File: src/rtl/feature_map_source.sv
// rtl/feature_map_source.sv - streams one stored feature map in raster order from a sync-read buffer
// Reads are credit-limited against a 2-entry output queue so backpressure never drops data.
module feature_map_source #(
  parameter int FEATURE_WIDTH = 16,
  parameter int FEATURE_DEPTH = 6,
  parameter int MAP_ROWS      = 28,
  parameter int MAP_COLS      = 28,
  parameter int ADDR_WIDTH    = 10
) (
  input  logic                     clk,
  input  logic                     rst_n,
  input  logic                     start,
  output logic                     busy,
  output logic                     done,
  output logic                     mem_rd_en,
  output logic [ADDR_WIDTH-1:0]    mem_rd_addr,
  input  logic [FEATURE_WIDTH-1:0] mem_rd_data [FEATURE_DEPTH],
  output logic                     features_valid,
  input  logic                     features_ready,
  output logic [FEATURE_WIDTH-1:0] features_out [FEATURE_DEPTH],
  output logic                     col_last,
  output logic                     frame_last
);

  localparam int ROW_W = (MAP_ROWS > 1) ? $clog2(MAP_ROWS) : 1;
  localparam int COL_W = (MAP_COLS > 1) ? $clog2(MAP_COLS) : 1;
  localparam logic [ADDR_WIDTH-1:0] LAST_ADDR = ADDR_WIDTH'(MAP_ROWS * MAP_COLS - 1);
  localparam logic [ROW_W-1:0]      LAST_ROW  = ROW_W'(MAP_ROWS - 1);
  localparam logic [COL_W-1:0]      LAST_COL  = COL_W'(MAP_COLS - 1);

  typedef enum logic [1:0] {
    IDLE   = 2'd0,
    STREAM = 2'd1,
    DRAIN  = 2'd2
  } state_t;

  state_t state;

  logic [ROW_W-1:0] rd_row;
  logic [COL_W-1:0] rd_col;

  // One read in flight at most: data returns the cycle after the strobe is sampled.
  logic pend;
  logic pend_col_last;
  logic pend_frame_last;

  logic [1:0]               q_count;
  logic [FEATURE_WIDTH-1:0] head_data [FEATURE_DEPTH];
  logic [FEATURE_WIDTH-1:0] tail_data [FEATURE_DEPTH];
  logic                     head_col_last;
  logic                     head_frame_last;
  logic                     tail_col_last;
  logic                     tail_frame_last;

  logic       pop;
  logic       issue_col_last;
  logic       issue_frame_last;
  logic [2:0] credit_used;

  assign features_valid = (q_count != 2'd0);
  assign pop            = features_valid && features_ready;
  assign col_last       = features_valid && head_col_last;
  assign frame_last     = features_valid && head_frame_last;
  assign features_out   = head_data;

  assign issue_col_last   = (rd_col == LAST_COL);
  assign issue_frame_last = issue_col_last && (rd_row == LAST_ROW);

  // Counting this cycle's pop as freed space keeps full throughput with only two entries.
  assign credit_used = {1'b0, q_count} + {2'b00, pend} - {2'b00, pop};
  assign mem_rd_en   = (state == STREAM) && (credit_used < 3'd2);

  always_ff @(posedge clk or negedge rst_n) begin
    if (!rst_n) begin
      state           <= IDLE;
      busy            <= 1'b0;
      done            <= 1'b0;
      mem_rd_addr     <= '0;
      rd_row          <= '0;
      rd_col          <= '0;
      pend            <= 1'b0;
      pend_col_last   <= 1'b0;
      pend_frame_last <= 1'b0;
    end else begin
      done            <= 1'b0;
      pend            <= mem_rd_en;
      pend_col_last   <= mem_rd_en && issue_col_last;
      pend_frame_last <= mem_rd_en && issue_frame_last;
      case (state)
        IDLE: begin
          if (start) begin
            state       <= STREAM;
            busy        <= 1'b1;
            mem_rd_addr <= '0;
            rd_row      <= '0;
            rd_col      <= '0;
          end
        end
        STREAM: begin
          if (mem_rd_en) begin
            if (mem_rd_addr == LAST_ADDR) begin
              state       <= DRAIN;
              mem_rd_addr <= '0;
            end else begin
              mem_rd_addr <= mem_rd_addr + ADDR_WIDTH'(1);
            end
            if (issue_col_last) begin
              rd_col <= '0;
              rd_row <= rd_row + ROW_W'(1);
            end else begin
              rd_col <= rd_col + COL_W'(1);
            end
          end
        end
        DRAIN: begin
          if (pop && head_frame_last) begin
            state <= IDLE;
            busy  <= 1'b0;
            done  <= 1'b1;
          end
        end
        default: state <= IDLE;
      endcase
    end
  end

  // Head keeps its payload after the queue empties; only the flags are gated by valid.
  always_ff @(posedge clk or negedge rst_n) begin
    if (!rst_n) begin
      q_count         <= 2'd0;
      head_col_last   <= 1'b0;
      head_frame_last <= 1'b0;
      tail_col_last   <= 1'b0;
      tail_frame_last <= 1'b0;
      for (int i = 0; i < FEATURE_DEPTH; i++) begin
        head_data[i] <= '0;
        tail_data[i] <= '0;
      end
    end else begin
      q_count <= q_count + {1'b0, pend} - {1'b0, pop};
      if (pend && ((q_count == 2'd0) || ((q_count == 2'd1) && pop))) begin
        head_data       <= mem_rd_data;
        head_col_last   <= pend_col_last;
        head_frame_last <= pend_frame_last;
      end else if (pop && (q_count == 2'd2)) begin
        head_data       <= tail_data;
        head_col_last   <= tail_col_last;
        head_frame_last <= tail_frame_last;
      end
      if (pend && (((q_count == 2'd1) && !pop) || (q_count == 2'd2))) begin
        tail_data       <= mem_rd_data;
        tail_col_last   <= pend_col_last;
        tail_frame_last <= pend_frame_last;
      end
    end
  end

endmodule

File: config.mk
export PLATFORM = sky130hd
export DESIGN_NAME = feature_map_source
export DESIGN_NICKNAME = d
export VERILOG_FILES = /design/src/rtl/feature_map_source.sv
export SDC_FILE = /design/constraint.sdc
export NUM_CORES = 1
export LEC_CHECK = 0
export ABC_AREA = 1
export CORE_MARGIN = 4
export CORE_UTILIZATION = 46
export CTS_BUF_LIST = sky130_fd_sc_hd__clkbuf_8 sky130_fd_sc_hd__clkbuf_16
export CTS_CLUSTER_SIZE = 30
export DETAILED_ROUTE_END_ITERATION = 12
export PLACE_DENSITY = 0.76
export RECOVER_POWER = 50
export SYNTH_ARGS = -nofsm -noshare
export SYNTH_HDL_FRONTEND = slang
export SYNTH_SLANG_ARGS = --single-unit
File: constraint.sdc
create_clock -name clk -period 2.66 [get_ports clk]
set_input_delay 0.532 -clock clk [delete_from_list [all_inputs] [get_ports clk]]
set_output_delay 0.532 -clock clk [all_outputs]
set_load 0.01 [all_outputs]
Yosys cells after proc, flatten, opt, wreduce, memory -nomap -nowiden
Cells that the tools add are included.
{"block": "word_totals", "output_inout_bits": 112, "ff_bits": 225, "in_bits": 100}
{"block": "classes", "n_eq_ne": 12, "add_sub_neg": 7, "reduce_logical": 26, "muxes": 27, "n_lt_le_gt_ge": 1}
{"op": "$mux W96", "count": 2}
{"op": "$mux W10", "count": 3}
{"op": "$mux W5", "count": 5}
{"op": "$pmux W10 S2", "count": 1}
{"op": "$pmux W5 S2", "count": 2}
{"op": "$logic_and A1 B1 Y1", "count": 13}
{"op": "$add A10 B1 Y10 const B", "count": 1}
{"op": "$add A5 B1 Y5 const B", "count": 2}
{"op": "$eq A10 B10 Y1 const B", "count": 1}
{"op": "$eq A5 B5 Y1 const B", "count": 2}
{"op": "$mux W1", "count": 8}
{"op": "$mux W2", "count": 4}
{"op": "$ne A2 B2 Y1 const B", "count": 4}
{"op": "$reduce_and A4 Y1", "count": 2}
{"op": "$reduce_bool A2 Y1", "count": 4}
{"op": "$pmux W2 S3", "count": 1}
{"op": "$reduce_and A3 Y1", "count": 2}
{"op": "$eq A2 B1 Y1 const B", "count": 2}
{"op": "$eq A2 B2 Y1 const B", "count": 2}
{"op": "$logic_not A2 Y1", "count": 2}
{"op": "$add A2 B1 Y3", "count": 1}
{"op": "$lt A3 B2 Y1 const B", "count": 1}
{"op": "$sub A3 B1 Y3", "count": 1}
{"op": "$add A2 B1 Y2", "count": 1}
{"op": "5 further kinds", "count": 6}

Logic depth before layout (Yosys ltp)
{"block": "depth", "depth_word": 7, "mapped_depth": 13}

Worst setup path before layout
OpenSTA, ideal clock, no wires.
{"block": "synth_timing", "kind": "flip-flop to output port", "from": "reg q_count[0]", "to": "out mem_rd_en", "path_slack_ps": 86, "path_stages_with_launch": 10, "n_path_buf": 0, "t_required_ps": 2128, "arrival_time_ps": 2042, "path_cell_list": "dfrtp_1 nor2_1 nor2_1 ha_1 inv_1 ha_1 fa_1 a21oi_1 nand3_2 inv_1"}
{"block": "synth_between", "elab_chain_cells": 5}
{"item": "from (decl)", "line": "47", "source": "logic [1:0] q_count;"}
{"item": "from (signal assigned)", "line": "140", "source": "q_count <= q_count + {1'b0, pend} - {1'b0, pop};"}
{"item": "parallel branches: the longest is 2 deep, another holds $add A2 B1 Y3"}
{"item": "$sub A3 B1 Y3 *", "line": "70", "source": "assign credit_used = {1'b0, q_count} + {2'b00, pend} - {2'b00, pop};"}
{"item": "via credit_used[1]", "line": "58", "source": "logic [2:0] credit_used;"}
{"item": "$lt A3 B2 Y1 *", "line": "71", "source": "assign mem_rd_en = (state == STREAM) && (credit_used < 3'd2);"}
{"item": "$logic_and A1 B1 Y1 *", "line": "71"}
{"item": "to (decl)", "line": "15", "source": "output logic mem_rd_en,"}
Mark *: on every way through the listed nets, which the timed path passes.

Worst setup path in the final report
Ends and elaborated chain as after synthesis.

==> run_results.csv <==
group,metric,value,unit
logic_synthesis,synth_fa_ha_area_share,0.840,%
floorplanning,dieArea,23800,sq um
setup_path,cpMaxStageDelayCell,"fa_2",
floorplanning,ios,212,
logic_synthesis,syn-cell-area,9830,sq um
logic_synthesis,synth.largest_area_cell,"dfrtp_1",
grt,gr-usage-met1,29.1,%
clocking,htree_num_levels,1,
drt,ant_nets,0,
sta,finalHoldViolCount,0,
logic_synthesis,synth_top_family_by_area,"simple AND/OR/NAND/NOR gates",
layout,drive_gt1_share,6.73,%
clocking,cts_tree,"yes",
clocking,cts_buffers,25,
drt,finalWirelength,24500,um
drt,drc,0,
placement,io_buffers,211,
logic_synthesis,synth_edf_count,0,
pwr,p_leak,0.00632,uW
layout,finalNonFillerCells,1657,
pwr,irDropWorstVdd,1.00,mV
logic_synthesis,yosys.cell_types.count,28,
hold_path,hp-class,"reg -> reg",
sta,maxSlewHeadroom,-32.6,%
setup_path,start_kind,"flip-flop",
run,cap_violations,1,
clocking,ctsHoldBuffers,0,
grt,grt.met3_usage,4.09,%
setup_path,cp_max_fo,2,
setup_path,crit_path_end_kind,"output pin",
logic_synthesis,synth.mux.area_fraction,0.102,%
sta,worstMarginPinSlew,1990,ps
grt,grtUsageMet2,32.1,%
logic_synthesis,synth_seq_cells,225,
sta,layout_min_cycle_time,3060,ps
drt,viasPerCell,5.03,
run_status,violations,"capacitance limit, slew limit, setup timing",
sta,setup_ws,-402,ps
clocking,clockBufferDepth,3,
logic_synthesis,ys_seq_area_share,57.3,%
logic_synthesis,avgSynthCellArea,8.49,sq um
clocking,clkLatencyLatePin,510,ps
sta,fmax,327,MHz
sta,clock_skew,12.7,ps
sta,finalSetupViolations,1,
clocking,cts_root_buf,"clkbuf_16",
clocking,cts.clk_slew.worst_paths,60,ps
logic_synthesis,synthTopCellsByArea,"dfrtp_1 57%, o21ai_0 15%, nand2_1 13%, inv_1 5.0%, buf_4 1.1%",
pwr,power.density,1250,nW/um^2
placement,dpl.hpwl,15600,um
pwr,power,16400,uW
logic_synthesis,synth_xor_area_share,0.356,%
setup_path,critical_path_class,"reg -> out",
drt,vias,8336,
sta,finalMaxSlewViolations,78,
sta,rsz0062_at_grt,"yes",
logic_synthesis,synth_top_area_share,57.3,%
logic_synthesis,synth_flop_cell,"dfrtp_1",
sta,fin_crit_sh,115,%
setup_path,path_buf_inv,3,
placement,placed_cells,1605,
logic_synthesis,synthesis.instances,1158,
layout,layout.nets,1469,
grt,grt_pass1_wl,40700,um
floorplanning,coreArea,21000,sq um
drt,routedWlPerCell,14.8,um
setup_path,crit_arrival,2530,ps
placement,pre_cts_ws,-869,ps
grt,grt_start_max_net_pins,108,
grt,gr-total-overflow,0,
grt,grt.busiest_layer,"met2",
grt,grtUsageTotal,20.2,%
drt,dr.pass1.iters,5,
logic_synthesis,synthSimpleGateAreaFrac,16.5,%
clocking,clkSinkCount,225,
run_status,status,"complete, but fails checks",
logic_synthesis,mappedNetlistNets,1264,
grt,grt_pass1_vias,8155,
grt,antenna_found_initial,0,
floorplanning,fp.dieH,154,um
setup_path,crit_required,2130,ps
layout,syn_to_final_growth,33.9,%
floorplanning,initial_core_util,46.8,%
floorplanning,rows,53,
floorplanning,chipWidth,154,um
logic_synthesis,synth_compound_area_share,16.3,%
setup_path,cpPeakStageDelay,450,ps
drt,drt_iter0_markers,572,
placement,gp_congestion,0.790,
logic_synthesis,yosysWarnings,0,
logic_synthesis,async_flop_share,100,%
setup_path,cp_cell_sequence,"nor2_4 > nor2_2 > ha_1 > inv_1 > ha_2 > fa_2 > a21oi_2 > nand3_2 > inv_2 > buf_6",
setup_path,critPathTopFamily,"adder cells",
[worst min-delay path, delay by kind of cell, from the launching register on]
kind | cells | cell delay [ps]
DFF | 1 | 340
and+or+nand+nor | 2 | 100
[per-stage QoR]
stage          setup TNS [ps]  hold WS, ps  cell area [sq um]  utilization, %
5_1_grt                 -2830          500              13200            62.6
4_1_cts                  -440         27.6              13200            62.7
6_report                 -402          474              13200            62.6
3_3_place_gp            -8610          461              12200            58.3
2_1_floorplan               0          236               9830               -
3_5_place_dp            -9650          465              12200            58.3
[kinds of logic (layout without fill, tap and decap cells)]
group                      Yosys count  after routing
AOI/OAI and AO/OA                  313            313
xor gates and xnor gates             4              4
and+or+nand+nor                    410            410
other                                0              1
adders and majority gates            6              6
DFF                                225            225
buffers and inverters              199            422
muxes                                1              1
[layout by cell type (no fill, tap or decap), types with 11 or more instances in the layout]
| cell type | synthesis | routed |
|---|---|---|
| buf_4 | 15 | 18 |
| clkbuf_16 | 0 | 25 |
| clkdlybuf4s50_1 | 0 | 208 |
| dfrtp_1 | 225 | 225 |
| inv_1 | 131 | 133 |
| nand2_1 | 347 | 347 |
| nand3_1 | 18 | 18 |
| nand4_1 | 11 | 11 |
| nor2_1 | 23 | 21 |
| o21ai_0 | 292 | 292 |
| o21ai_1 | 11 | 11 |
[synth_stat cells, types with 3 or more instances]
master	count
nor3_1	4
o21ai_1	11
buf_4	15
nor2_1	23
ha_1	5
a21oi_1	6
dfrtp_1	225
clkbuf_1	26
nand2_1	347
buf_2	21
o21ai_0	292
inv_1	131
inv_2	3
nand3_1	18
buf_6	3
nand4_1	11
xor2_1	4
[area by class of cell]
cell class                 count  area [sq um]
antenna                        1          2.50
sequential                   225          5630
fill                        1710          7860
clock buffer                  31           708
timing repair buffer         243          2440
tap                          275           344
multi-input combinational    734          3380
inverter                     134           503
clock inverter                14           150
[where the power goes]
part / switching [uW] / internal [uW]
Combinational: 3770 / 3290
Clock: 1370 / 2170
Sequential: 769 / 5080
Total: 5910 / 10500
[routing by layer]
metal / wire, um / vias to the layer above
met5: 0 / -
met4: 437 / 0
met3: 1520 / 35
met2: 11500 / 230
met1: 11100 / 3967
li1: - / 4104
[what timing repair did]
item / CTS / global route
gates cloned: 1 / 0
pin swaps: 5 / 4
setup buffers: 4 / 2
endpoints found under the setup margin: 10 / 19
resized for setup: 13 / 5
[final timing paths]
check	to	depth (start not counted)	from	slack, ps
setup / recovery	mem_rd_en	10	q_count[0]	-400
hold / removal	features_out[7]	2	features_out[7]	470
setup reg to reg	mem_rd_addr[6]	13	q_count[0]	70
hold reg to reg	features_out[7]	2	features_out[7]	470
max in group asynchronous	tail_data[52]	2	rst_n	410
min in group asynchronous	features_out[5]	1	rst_n	560
[state kept, by name (all words and copies together) (netlist names)]
name and count:
busy 1, done 1, features_out 96, head_col_last 1, head_frame_last 1, mem_rd_addr 10, pend 1, pend_col_last 1
pend_frame_last 1, q_count 2, rd_col 5, rd_row 5, state 2, tail_col_last 1, tail_data 96, tail_frame_last 1
(Power assumes the default switching activity.)
